==> src/rtl/four_bit_spi_receiver_pkg.sv <==
// Shared constants for the SPI receiver: FSM encoding, frame size limit and lane modes.
// Lane-mode values match the four_bit_spi transmitter so both ends agree on four_bit.
package four_bit_spi_receiver_pkg;

  localparam int MAX_BITS = 64;
  localparam int CNT_W    = 7;

  localparam logic [CNT_W-1:0] MAX_COUNT = CNT_W'(MAX_BITS);

  localparam logic LANE_1BIT = 1'b0;
  localparam logic LANE_4BIT = 1'b1;

  typedef enum logic [1:0] {
    ST_IDLE  = 2'd0,
    ST_SHIFT = 2'd1,
    ST_DONE  = 2'd2
  } state_t;

  // Bits consumed per sclk rising edge in the given lane mode.
  function automatic logic [CNT_W-1:0] lane_step(input logic mode);
    return (mode == LANE_4BIT) ? CNT_W'(4) : CNT_W'(1);
  endfunction

endpackage

==> src/rtl/four_bit_spi_receiver_sync.sv <==
// N-stage synchronizer with one-cycle rise/fall strobes; latency STAGES clocks, no backpressure.
// Strobes stay quiet until the chain and history hold real samples after reset.
module sync_edge #(
  parameter int   STAGES    = 2,
  parameter logic RESET_VAL = 1'b0
) (
  input  logic clk,
  input  logic reset,
  input  logic din,
  output logic level,
  output logic rise,
  output logic fall
);

  logic [STAGES-1:0] chain;
  logic              prev;
  logic [STAGES:0]   fill;

  if (STAGES < 2) begin : g_bad_depth
    $error("sync_edge: STAGES must be at least 2");
  end

  always_ff @(posedge clk) begin
    if (reset) begin
      chain <= {STAGES{RESET_VAL}};
      prev  <= RESET_VAL;
      fill  <= '0;
    end else begin
      chain <= {chain[STAGES-2:0], din};
      prev  <= chain[STAGES-1];
      fill  <= {fill[STAGES-1:0], 1'b1};
    end
  end

  // Without the fill gate, a line held opposite to RESET_VAL would look like an edge after reset.
  assign level = chain[STAGES-1];
  assign rise  = fill[STAGES] & level & ~prev;
  assign fall  = fill[STAGES] & ~level & prev;

endmodule

==> src/rtl/four_bit_spi_receiver.sv <==
// SPI slave receiver, 1- or 4-lane, frames up to 64 bits; valid pulses SYNC_STAGES+2 clocks after cs rises.
// No backpressure: results are presented for one cycle and held until the next frame completes.
module four_bit_spi_receiver
  import four_bit_spi_receiver_pkg::*;
#(
  parameter int SYNC_STAGES = 2
) (
  input  logic                clock,
  input  logic                reset,
  input  logic                cs,
  input  logic                sclk,
  input  logic [3:0]          sdio,
  input  logic                four_bit,
  input  logic [5:0]          bits_expected,
  output logic                busy,
  output logic [MAX_BITS-1:0] data_out,
  output logic [CNT_W-1:0]    bit_count,
  output logic                valid,
  output logic                error,
  output logic                overflow
);

  logic cs_level, cs_fall, cs_rise_unused;
  logic sclk_rise, sclk_level_unused, sclk_fall_unused;

  sync_edge #(.STAGES(SYNC_STAGES), .RESET_VAL(1'b1)) u_cs_sync (
    .clk   (clock),
    .reset (reset),
    .din   (cs),
    .level (cs_level),
    .rise  (cs_rise_unused),
    .fall  (cs_fall)
  );

  sync_edge #(.STAGES(SYNC_STAGES), .RESET_VAL(1'b0)) u_sclk_sync (
    .clk   (clock),
    .reset (reset),
    .din   (sclk),
    .level (sclk_level_unused),
    .rise  (sclk_rise),
    .fall  (sclk_fall_unused)
  );

  // Same depth as sclk so data lines up with the detected rising edge.
  logic [3:0] sdio_pipe [SYNC_STAGES];
  logic [3:0] sdio_s;

  always_ff @(posedge clock) begin
    if (reset) begin
      for (int i = 0; i < SYNC_STAGES; i++) sdio_pipe[i] <= '0;
    end else begin
      sdio_pipe[0] <= sdio;
      for (int i = 1; i < SYNC_STAGES; i++) sdio_pipe[i] <= sdio_pipe[i-1];
    end
  end

  assign sdio_s = sdio_pipe[SYNC_STAGES-1];

  state_t              state;
  logic [MAX_BITS-1:0] shreg;
  logic [CNT_W-1:0]    count;
  logic                ovf_int;
  logic                mode_q;
  logic [5:0]          expect_q;

  logic [MAX_BITS-1:0] shifted;
  logic [CNT_W-1:0]    sum;
  logic                start;

  always_comb begin
    shifted = shreg;
    if (mode_q == LANE_4BIT) shifted = {shreg[MAX_BITS-5:0], sdio_s};
    else                     shifted = {shreg[MAX_BITS-2:0], sdio_s[0]};
  end

  // count never exceeds 64 and a step is at most 4, so the sum fits in CNT_W bits.
  assign sum   = count + lane_step(mode_q);
  assign start = cs_fall && (state == ST_IDLE || state == ST_DONE);

  always_ff @(posedge clock) begin
    if (reset) begin
      state     <= ST_IDLE;
      shreg     <= '0;
      count     <= '0;
      ovf_int   <= 1'b0;
      mode_q    <= LANE_1BIT;
      expect_q  <= '0;
      busy      <= 1'b0;
      valid     <= 1'b0;
      data_out  <= '0;
      bit_count <= '0;
      error     <= 1'b0;
      overflow  <= 1'b0;
    end else begin
      valid <= 1'b0;
      case (state)
        ST_IDLE: begin
          if (cs_fall) begin
            state <= ST_SHIFT;
            busy  <= 1'b1;
          end
        end
        ST_SHIFT: begin
          // cs wins over a coincident sclk edge, which is dropped.
          if (cs_level) begin
            state <= ST_DONE;
          end else if (sclk_rise) begin
            shreg <= shifted;
            if (sum > MAX_COUNT) begin
              count   <= MAX_COUNT;
              ovf_int <= 1'b1;
            end else begin
              count <= sum;
            end
          end
        end
        ST_DONE: begin
          data_out  <= shreg;
          bit_count <= count;
          error     <= (count != {1'b0, expect_q});
          overflow  <= ovf_int;
          valid     <= 1'b1;
          busy      <= cs_fall;
          state     <= cs_fall ? ST_SHIFT : ST_IDLE;
        end
        default: begin
          state <= ST_IDLE;
          busy  <= 1'b0;
        end
      endcase
      if (start) begin
        shreg    <= '0;
        count    <= '0;
        ovf_int  <= 1'b0;
        mode_q   <= four_bit;
        expect_q <= bits_expected;
      end
    end
  end

endmodule

==> config.mk <==
export PLATFORM = sky130hd
export DESIGN_NAME = four_bit_spi_receiver
export DESIGN_NICKNAME = d
export VERILOG_FILES = /design/src/rtl/four_bit_spi_receiver_pkg.sv /design/src/rtl/four_bit_spi_receiver_sync.sv /design/src/rtl/four_bit_spi_receiver.sv
export SDC_FILE = /design/constraint.sdc
export NUM_CORES = 1
export LEC_CHECK = 0
export ABC_AREA = 1
export CELL_PAD_IN_SITES_DETAIL_PLACEMENT = 1
export CELL_PAD_IN_SITES_GLOBAL_PLACEMENT = 1
export CORE_MARGIN = 1.5
export CORE_UTILIZATION = 43
export DETAILED_ROUTE_END_ITERATION = 7
export PLACE_DENSITY_LB_ADDON = 0.1
export SYNTH_ARGS = -nofsm -noshare
export SYNTH_HDL_FRONTEND = slang
export SYNTH_SLANG_ARGS = --single-unit
==> constraint.sdc <==
create_clock -name clock -period 5.3 [get_ports clock]
set_clock_uncertainty 0.1 [all_clocks]
set_input_delay 0.795 -clock clock [delete_from_list [all_inputs] [get_ports clock]]
set_output_delay 0.795 -clock clock [all_outputs]
set_load 0.02 [all_outputs]
# Yosys cells after proc, flatten, opt, wreduce, memory -nomap -nowiden

Memories as Yosys holds them, arrays and structs flattened.
Cells that the tools add are included.

Output and inout bits: 75
Word-level logic and storage cells: 62
Flip-flop bits (word level): 168
Memory bits (writable): 8
Memories kept: 1

Multiplexer cells: 17
Reduce and logical (&&, ||, !) cells: 8
$lt $le $gt $ge: 1
$add $sub $neg: 1
Equal/unequal tests: 5
Bitwise operators: 9

Memory list:

| memory    | depth | width | rd ports | clocked after memory_dff | write ports | RTL line                    | text |
|---|---|---|---|---|---|---|---|
| sdio_pipe | 2     | 4     | 2        | 0                        | 2           | four_bit_spi_receiver.sv:45 | `logic [3:0] sdio_pipe [SYNC_STAGES];` |

Operators by type and width:

| cell                                                  | number |
|---|---|
| 2-to-1 mux 64 bit                                     | 1 |
| 2-to-1 mux 1 bit                                      | 8 |
| 2-to-1 mux 4 bit                                      | 2 |
| adder 7 x 3 -> 7 bit                                  | 1 |
| greater-than comparator 7 bit (second input constant) | 1 |
| 2-to-1 mux 7 bit                                      | 1 |
| != test 7 x 6 -> 1 bit                                | 1 |
| one-hot mux 2 bit (3 select lines)                    | 1 |
| bitwise AND 1 bit                                     | 4 |
| 2-to-1 mux 2 bit                                      | 2 |
| AND reduction 2 bit                                   | 2 |
| AND reduction 4 bit                                   | 1 |
| 2-to-1 mux 3 bit                                      | 1 |
| inverter 1 bit                                        | 3 |
| one-hot mux 1 bit (3 select lines)                    | 1 |
| AND reduction 3 bit                                   | 1 |
| equality test 2 x 1 -> 1 bit (second input constant)  | 1 |
| equality test 2 bit (second input constant)           | 1 |
| logical NOT 2 bit                                     | 1 |
| != test 2 x 1 -> 1 bit (second input constant)        | 1 |
| != test 2 bit (second input constant)                 | 1 |
| bitwise OR 1 bit                                      | 2 |
| OR reduction 2 bit                                    | 1 |
| logical AND 1 bit                                     | 1 |
| logical OR 1 bit                                      | 1 |

# Longest topological paths before layout

Gate-level depths: netlist of run 1.

Depth in word-level cells: 5
Mapped depth: 14
Gate-level depth less buffers: 13

# Cells and area by module

A second synthesis of run 1 with hierarchy kept.

Cell total of the unflattened synthesis: 865
Area total of the unflattened synthesis: 6,685.2 um^2

Modules (own cells, without submodules):

| module                  | cells an instance | times used | area each (um^2) | sequential area each (um^2) |
|---|---|---|---|---|
| four_bit_spi_receiver   | 826               | 1          | 6,336.1          | 3,283.1 |
| sync_edge (u_sclk_sync) | 21                | 1          | 176.4            | 120.1 |
| sync_edge (u_cs_sync)   | 18                | 1          | 172.7            | 120.1 |

# Worst setup path after synthesis of run 1

OpenSTA, ideal clock, no wires.

Path type: flip-flop to flip-flop
Start: reg mode_q
End: reg count[2]
Data required time: 5.130 ns
Path slack: 3.212 ns
Cell stages (with the launch flop): 13
Period minus slack after synthesis: 2.088 ns
Arrival: 1.918 ns
Library setup time: 0.070 ns
Cell sequence: dfxtp_1 > inv_2 > clkbuf_1 > ha_1 > ha_1 > or2_2 > nor2_1 > nand3_1 > nor2_1 > nand2_1 > nand2_2 > nand2_1 > a21oi_1

Cells in the longest elaborated chain, start to end: 4

Ends and longest elaborated chain:

| item                          | RTL line                        | text |
|---|---|---|
| start, declared               | four_bit_spi_receiver.sv:63     | `logic mode_q;` |
| start signal, assigned        | four_bit_spi_receiver.sv:135    | `mode_q <= four_bit;` |
| 2-to-1 mux 3 bit (*)          | four_bit_spi_receiver_pkg.sv:21 | `return (mode == LANE_4BIT) ? CNT_W'(4) : CNT_W'(1);` |
| adder 7 x 3 -> 7 bit (*)      | four_bit_spi_receiver.sv:77     | `assign sum = count + lane_step(mode_q);` |
| greater-than comparator 7 bit | four_bit_spi_receiver.sv:109    | `if (sum > MAX_COUNT) begin` |
| 2-to-1 mux 7 bit (*)          | four_bit_spi_receiver.sv:109    |  |
| end signal, assigned          | four_bit_spi_receiver.sv:113    | `count <= sum;` |
| end, declared                 | four_bit_spi_receiver.sv:61     | `logic [CNT_W-1:0] count;` |

Every way passes the cells marked *; elsewhere a longest branch is shown, timed or not.
A chain may end at the register's enable or synchronous reset.

# Final worst setup path of run 1

Start: in reset
End: reg shreg[47]

Cells in the longest elaborated chain, start to end: 1

Ends and longest elaborated chain:

| item                         | RTL line                     | text |
|---|---|---|
| start, declared              | four_bit_spi_receiver.sv:9   | `input logic reset,` |
| OR reduction 2 bit (no line) | -                            |  |
| end signal, assigned         | four_bit_spi_receiver.sv:108 | `shreg <= shifted;` |
| end, declared                | four_bit_spi_receiver.sv:60  | `logic [MAX_BITS-1:0] shreg;` |

Every way passes these cells.

==> impl_results.md, run 1 <==
* Drt first pass iters at 4
* Vias per Instance at 5.15
* Main synth FF type: dfxtp_1
* Vias at 5809
* Filler cells at 1842
* Number of synthesized flops with an enable pin at 0
* Slew Limit Fails at 0
* Fin util at 0.536
* Hold Path Class: flop to flop
* Drt total wl at 17200 µm
* TritonCTS Buffers at 17
* Total negative slack at 0 ns
* Leak pwr at 3.11 nW
* R2r endpoint: count[4]
* Min Tclk post-route at 3.75 ns
* Worst skew pair latency at 0.43 ns
* Initial DRC Count at 293
* Height of the die at 128 µm
* Syn_nets at 871
* Htree depth at 4
* Worst Setup Start Kind: primary input
* CTS tree: done
* Post-CTS Setup Bufs at 0
* CTS Hold Bufs at 0
* Placer Congestion at 0.768
* Worst Hold Slack at 0.305 ns
* Initial antenna violation count at 0
* Req. time, crit path at 5.45 ns
* Pin count of the biggest net entering global routing at 98
* Post-synthesis sequential area ratio at 0.514
* Routing usage on met3 at 0.0384
* Worst Hold End: u_sclk_sync.chain[1]
* Root Buffer: clkbuf_16
* Most used standard cell by instance count after synthesis: dfxtp_1
* Starting Density at 0.442
* Die Footprint at 16400 µm²
* Gr busiest metal: met2
* DR DRC count at 0
* P&R area growth vs syn at 21.4%
* Status: completed
* # clock sinks at 173
* Routing usage on met1 at 0.281
* CTS resizes at 0
* # setup viols final at 0
* PortBufs at 89
* Site row count at 45
* Post-synth top area share at 0.514
* Data arrival, critical path at 3.90 ns
* Clock Tree Buf Depth at 2
* Nets at 922
* Syn Std Cell Area at 6740 µm²
* Die W at 128 µm
* Gr ovfl total at 0
* FF+latch count, synth at 173
* P per Cell Area at 316 nW/µm²
* Hold path startpoint: u_sclk_sync.chain[0]
* Asr flop ratio synth at 0
* Max FO, Critical Path at 82
* GRT Overall Usage at 0.222
* Hpwl dp at 10600 µm
* Synth top cells by count: dfxtp_1 (173), o21ai_0 (138), nand2_1 (134), nor2_1 (131), a21oi_1 (50)
* Placeable Area at 15300 µm²
* Routed Antenna Nets at 0
* Worst Tran Pin Value at 1.11 ns
* Crit. End Element: flop
* R2r setup slk at 2.47 ns
* Worst-path clk slew at 0.06 ns
* Vias in the first global route at 6079
* Crit Path Class: primary input to flop
* I/O pin count at 90
* VDD IR max at 0.206 mV
* Share of layout cells above drive strength 1 at 0.0841
* First-pass GRT wire length at 29500 µm
* Met2 Use GR at 0.380
* Wire per inst at 15.2 µm
* Diodes inserted at 0
* Yosys top cell by area: dfxtp_1
* Leading post-synthesis cells by cell area: dfxtp_1 (51%), o21ai_0 (10%), nand2_1 (7.5%), nor2_1 (7.3%), a21oi_1 (3.7%)
* Highest Clock Rate at 0.266 GHz
* Synth warnings at 0
* R2r worst-path depth at 9
* Synth cell types at 33
* Hold Crit Depth at 2
* Syn_area_per_cell at 7.91 µm²
* Slew HR at 0.262
* Final Hold Viols at 0
* Worst r2r src: state[1]
* Final period utilization at 0.708
* Max cap viols at 0
* Syn Inst Count at 853
* RSZ-0062 raised after global routing: no
## cell families (layout without fill, tap and decap cells)
kind of cell / after synthesis / in the layout / synth area share
AND/OR/NAND/NOR: 289 / 289 / 0.174
flip-flops: 173 / 173 / 0.514
XOR/XNOR: 2 / 2 / 0.00260
AO/OA/AOI/OAI: 270 / 270 / 0.227
adder cells (fa/ha/maj): 3 / 3 / 0.00557
buffers and inverters: 116 / 179 / 0.0775
## worst max path at each step
| stage | startpoint | to | slack, ns | cells past startpoint |
|---|---|---|---|---|
| floorplan | mode_q | count[2] | 3.21 | 12 |
| global placement | reset | shreg[40] | 1.37 | 6 |
| detailed placement | reset | shreg[28] | 1.16 | 6 |
| CTS | reset | shreg[47] | 1.52 | 6 |
| global route | reset | shreg[47] | 1.22 | 6 |
| finish | reset | shreg[47] | 1.55 | 6 |
## worst max-delay path, stage by stage
cell and delay [ns]:
clkdlybuf4s50_1 0.92, inv_2 0.63, nand2_4 0.29, clkinv_2 0.72
o21ai_1 0.36, a31oi_1 0.10
## per-stage QoR
step / setup WS, ns / power [W] / instances / instance area (µm²)
after CTS: 1.52 / 0.00261 / 1127 / 8190
after detailed placement: 1.16 / 0.00140 / 1096 / 7620
final: 1.55 / 0.00259 / 1127 / 8190
after global placement: 1.37 / 0.00140 / 1096 / 7620
after global routing: 1.22 / 0.00267 / 1127 / 8190
after floorplan: 3.21 / 0.00138 / 853 / 6740
## where the power goes
group	switching (W)	leakage, nW	total, W	internal, W
registers	0.00000477	1.40	0.00131	0.00131
clock network	0.000490	0.280	0.00122	0.000726
logic	0.0000365	1.44	0.0000589	0.0000225
## layer usage
metal | vias to the layer above | wire length [µm]
li1 | 2924 | -
met1 | 2776 | 8110
met2 | 87 | 8300
met3 | 22 | 483
met4 | 0 | 286
met5 | - | 0
## final cells by class
| class | count | area [µm²] | area share |
|---|---|---|---|
| clock buffer | 24 | 482 | 0.0589 |
| inverter | 55 | 209 | 0.0255 |
| tap | 211 | 264 | 0.0323 |
| clock inverter | 7 | 87.6 | 0.0107 |
| sequential | 173 | 3460 | 0.423 |
| timing repair buffer | 93 | 921 | 0.113 |
| multi-input combinational | 564 | 2760 | 0.337 |
## registers in the layout, indices dropped and copies added (netlist names), 2 cells and up
name / cells
bit_count: 7
count: 7
data_out: 64
expect_q: 6
sdio_pipe: 8
shreg: 64
state: 2
u_cs_sync.chain: 2
u_sclk_sync.chain: 2
u_sclk_sync.fill: 3
## cells in the final DEF (no fill, tap or decap)
cell             instances
inv_2                    5
dfxtp_1                172
nand3_2                  3
nand3b_4                 1
a31oi_2                 10
o21a_1                   1
bufinv_16                2
clkbuf_8                 3
buf_4                    4
a21oi_2                  3
nand2_2                  5
clkbuf_1                 4
ha_1                     3
clkinv_2                 6
a31oi_1                 39
nor2_2                   1
inv_1                   48
clkdlybuf4s50_1         89
a211oi_1                 2
o21ai_0                138
nand2_1                134
a21oi_1                 50
o21ai_2                 10
nor2_1                 131
nand2_4                  1
clkbuf_16               17
clkinvlp_4               1
o21ai_1                 17
nand3_1                  6
nor2_4                   1
dfxtp_2                  1
or2_2                    3
xor2_1                   2
nor4_1                   2
nor3_1                   1
No activity file was read; power rests on OpenSTA's default activity.
==> run 2: changes to the inputs <==
--- a/config.mk
+++ b/config.mk
@@ -9,7 +9,7 @@
 export CELL_PAD_IN_SITES_DETAIL_PLACEMENT = 1
 export CELL_PAD_IN_SITES_GLOBAL_PLACEMENT = 1
 export CORE_MARGIN = 1.5
-export CORE_UTILIZATION = 43
+export CORE_UTILIZATION = 36
 export DETAILED_ROUTE_END_ITERATION = 7
 export PLACE_DENSITY_LB_ADDON = 0.1
 export SYNTH_ARGS = -nofsm -noshare
==> constraint.sdc (replaced) <==
create_clock -name clock -period 3.2 [get_ports clock]
set_clock_uncertainty 0.1 [all_clocks]
set_input_delay 0.48 -clock clock [delete_from_list [all_inputs] [get_ports clock]]
set_output_delay 0.48 -clock clock [all_outputs]
set_load 0.02 [all_outputs]
==> impl_results.md, run 2 (synthesis results as in run 1) <==
* Wire per inst at 15.2 µm
* Drt first pass iters at 6
* Worst Setup Start Kind: flop
* Max cap viols at 0
* Htree depth at 4
* CTS Hold Bufs at 0
* # setup viols final at 0
* Hold Path Class: flop to flop
* Slew Limit Fails at 0
* Die W at 140 µm
* Vias per Instance at 5.11
* Site row count at 49
* Slew HR at 0.372
* Crit. End Element: flop
* Height of the die at 140 µm
* CTS tree: done
* CTS resizes at 0
* PortBufs at 89
* Clock Tree Buf Depth at 2
* Crit Path Class: flop to flop
* RSZ-0062 raised after global routing: no
* Diodes inserted at 0
* Highest Clock Rate at 0.436 GHz
* Routed Antenna Nets at 0
* Worst-path clk slew at 0.06 ns
* Total negative slack at 0 ns
* Power Total at 0.00430 W
* P&R area growth vs syn at 22.7%
* Starting Density at 0.372
* Filler cells at 2211
* Top Registers: data_out: 64 flops, shreg: 64 flops, sdio_pipe: 8 flops
* Area of the multi-input gates at 2760 µm²
* Pin count of the biggest net entering global routing at 98
* Worst Hold Slack at 0.305 ns
* Post-CTS Setup Bufs at 0
* Vias in the first global route at 5890
* Share of layout cells above drive strength 1 at 0.0953
* DR DRC count at 5
* Initial antenna violation count at 0
* First-pass GRT wire length at 29400 µm
* Hpwl dp at 11400 µm
* Drt total wl at 17500 µm
* Max FO, Critical Path at 25
* Worst Tran Pin Value at 0.943 ns
* Final period utilization at 0.717
* Vias at 5888
* VDD IR max at 0.380 mV
* Data arrival, critical path at 2.55 ns
* Req. time, crit path at 3.45 ns
* Root Buffer: clkbuf_16
* Violated checks: DRC
* Final Hold Viols at 0
* Placer Congestion at 0.766
* Worst skew pair latency at 0.43 ns
* Register Area at 3460 µm²
* Placeable Area at 18100 µm²
* P per Cell Area at 519 nW/µm²
* I/O pin count at 90
* Leak pwr at 3.14 nW
* Initial DRC Count at 257
* Gr ovfl total at 0
* # clock sinks at 173
* Min Tclk post-route at 2.29 ns
* Status: finished, violations left
* GRT Overall Usage at 0.185
* Commonest cells after routing, fill and taps aside: dfxtp_1 (172), o21ai_0 (138), nand2_1 (134), nor2_1 (131), clkdlybuf4s50_1 (89)
* Die Footprint at 19600 µm²
* Commonest non-fill, non-tap cell in the layout: dfxtp_1
* Nets at 928
* TritonCTS Buffers at 17
## run 2: critical path, cell delays in order, from the launching register on
cell     delay, ns
dfxtp_2       0.64
inv_2         0.08
ha_1          0.21
ha_1          0.28
or2_2         0.28
nor2_1        0.10
nand3_1       0.07
nor2_1        0.09
nand2_1       0.09
nand2_2       0.08
nand2_1       0.06
a21oi_1       0.13
## run 2: power by group
group	switching (W)	internal (W)
logic	0.0000633	0.0000411
clock network	0.000880	0.00114
registers	0.00000681	0.00217
total	0.000951	0.00335
## run 2: final timing paths
kind                         from              endpoint  slack [ns]  cells past startpoint
max                        mode_q              count[2]        0.91                     11
min          u_sclk_sync.chain[0]  u_sclk_sync.chain[1]        0.30                      2
max reg2reg                mode_q              count[2]        0.91                     11
min reg2reg  u_sclk_sync.chain[0]  u_sclk_sync.chain[1]        0.30                      2
## run 2: cell type report
class / instances / share of cell area
Multi-Input combinational cell: 564 / 0.333
Tap cell: 229 / 0.0346
Timing Repair Buffer: 99 / 0.118
Inverter: 55 / 0.0253
Clock buffer: 20 / 0.0564
Clock inverter: 12 / 0.0135
Sequential cell: 173 / 0.419
## run 2: layer usage
layer  vias up  GRT usage  wire length, µm
met2        95      0.303             8210
met1      2838      0.245             8510
met4         0     0.0654              276
met5         -          0                0
li1       2931          -                -
met3        24     0.0330              535
## run 2: per-stage QoR
stage                     instance area [µm²]  worst slack [ns]  cells  utilization
after floorplan                          6740              1.11    853            -
after global placement                   7700             0.982   1120        0.424
after detailed placement                 7700             0.905   1120        0.424
after CTS                                8270             0.893   1152        0.456
after global routing                     8270             0.678   1152        0.456
final                                    8270             0.905   1152        0.456
==> run 3: changes to the inputs <==
--- a/config.mk
+++ b/config.mk
@@ -9,7 +9,7 @@
 export CELL_PAD_IN_SITES_DETAIL_PLACEMENT = 1
 export CELL_PAD_IN_SITES_GLOBAL_PLACEMENT = 1
 export CORE_MARGIN = 1.5
-export CORE_UTILIZATION = 36
+export CORE_UTILIZATION = 40
 export DETAILED_ROUTE_END_ITERATION = 7
 export PLACE_DENSITY_LB_ADDON = 0.1
 export SYNTH_ARGS = -nofsm -noshare
==> constraint.sdc (replaced) <==
create_clock -name clock -period 2.4 [get_ports clock]
set_clock_uncertainty 0.1 [all_clocks]
set_input_delay 0.36 -clock clock [delete_from_list [all_inputs] [get_ports clock]]
set_output_delay 0.36 -clock clock [all_outputs]
set_load 0.02 [all_outputs]
==> impl_results.md, run 3 (synthesis results as in run 1) <==
* Final Hold Viols at 0
* Drt total wl at 17400 µm
* Highest Clock Rate at 0.511 GHz
* Placer Congestion at 0.765
* First-pass GRT wire length at 29400 µm
* Site row count at 47
* Post-route cell area at 8290 µm²
* Clock Tree Buf Depth at 2
* RSZ-0062 raised after global routing: no
* # clock sinks at 173
* # setup viols final at 0
* Crit. End Element: flop
* CTS Hold Bufs at 0
* DRT met1 WL at 8270 µm
* Die W at 133 µm
* Data arrival, critical path at 2.21 ns
* Gr ovfl total at 0
* Req. time, crit path at 2.65 ns
* Status: completed
* Max FO, Critical Path at 4
* Final setup margin at 0.442 ns
* DP Area at 7710 µm²
* Nets at 930
* Crit path max-delay cell type: dfxtp_2
* GRT Overall Usage at 0.206
* Vias at 5769
* Initial DRC Count at 273
* Pre-CTS WS at 0.456 ns
* DR DRC count at 0
* Diodes inserted at 0
* Starting Density at 0.408
* P&R area growth vs syn at 22.9%
* Max cap viols at 0
* Worst path max stage delay at 0.36 ns
* Met3 wire length at 434 µm
* Vias in the first global route at 6004
* CP Cell Sequence: inv_2, ha_1, ha_1, or2_2, nor2_1, nand3_1, nor2_1, nand2_1, nand2_2, nand2_1, a21oi_1
* Placeable Area at 16500 µm²
* Fin cells at 1144
* Drt first pass iters at 4
* Top Registers: data_out: 64 flops, shreg: 64 flops, sdio_pipe: 8 flops
* Slew HR at 0.444
* Cells after DPL at 1113
* Slew Limit Fails at 0
* Hold Path Class: flop to flop
* P per Cell Area at 694 nW/µm²
* Total negative slack at 0 ns
* CTS tree: done
* Fin util at 0.501
* Worst-path clk slew at 0.06 ns
* Wire per inst at 15.2 µm
* CTS resizes at 0
* Worst Setup Start Kind: flop
* Worst skew pair latency at 0.43 ns
* Leak pwr at 3.16 nW
* Commonest non-fill, non-tap cell in the layout: dfxtp_1
* Pin count of the biggest net entering global routing at 98
* Worst Tran Pin Value at 0.834 ns
* VDD IR max at 0.485 mV
* Post-CTS Setup Bufs at 0
* PortBufs at 89
* Final period utilization at 0.816
* Crit Path Class: flop to flop
* Routed wl met2 at 8490 µm
* I/O pin count at 90
* Routed Antenna Nets at 0
* Min Tclk post-route at 1.96 ns
* Worst path bufs/invs at 1
* Die Footprint at 17600 µm²
* DR top layer: met4
* Commonest cells after routing, fill and taps aside: dfxtp_1 (172), o21ai_0 (138), nand2_1 (134), nor2_1 (131), clkdlybuf4s50_1 (89)
* Height of the die at 133 µm
* Share of layout cells above drive strength 1 at 0.0942
* Initial antenna violation count at 0
* TritonCTS Buffers at 17
* Crit-path leading delay family: simple AND/OR/NAND/NOR gates
* Htree depth at 4
* Vias per Instance at 5.04
* Hpwl dp at 11000 µm
* Root Buffer: clkbuf_16
## run 3: final timing paths
kind | startpoint | endpoint | slack [ns] | cells after the start
hold reg to reg | u_sclk_sync.fill[0] | u_sclk_sync.fill[1] | 0.30 | 2
setup reg to reg | mode_q | count[3] | 0.44 | 11
setup / recovery | mode_q | count[3] | 0.44 | 11
hold / removal | u_sclk_sync.fill[0] | u_sclk_sync.fill[1] | 0.30 | 2
## run 3: report_power, final
part	leakage, nW	internal, W	switching, W	total [W]
combinational	1.48	0.0000562	0.0000859	0.000142
sequential	1.40	0.00289	0.00000738	0.00290
clock	0.283	0.00158	0.00113	0.00271
total	3.16	0.00453	0.00122	0.00575
## run 3: cell type report
cell class / count / area (µm²)
tap: 220 / 275
inverter: 55 / 209
clock buffer: 21 / 460
clock inverter: 10 / 114
timing repair buffer: 101 / 1010
multi-input combinational: 564 / 2760
sequential: 173 / 3460
fill: 2005 / 8240
## run 3: metal layers
| metal | up-vias | GRT usage |
|---|---|---|
| met5 | - | 0 |
| met4 | 0 | 0.0672 |
| met3 | 17 | 0.0368 |
| met2 | 69 | 0.359 |
| met1 | 2747 | 0.256 |
| li1 | 2936 | - |
## run 3: through the flow
stage | hold slack [ns] | total power [W]
floorplan | 0.288 | 0.00305
global placement | 0.292 | 0.00310
detailed placement | 0.297 | 0.00311
CTS | 0.308 | 0.00581
global route | 0.320 | 0.00596
finish | 0.305 | 0.00575
## run 3: worst register-to-register path: stages, from the launching register on
cell	delay (ns)
dfxtp_2	0.36
inv_2	0.05
ha_1	0.18
ha_1	0.28
or2_2	0.27
nor2_1	0.11
nand3_1	0.07
nor2_1	0.08
nand2_1	0.09
nand2_2	0.09
nand2_1	0.05
a21oi_1	0.13
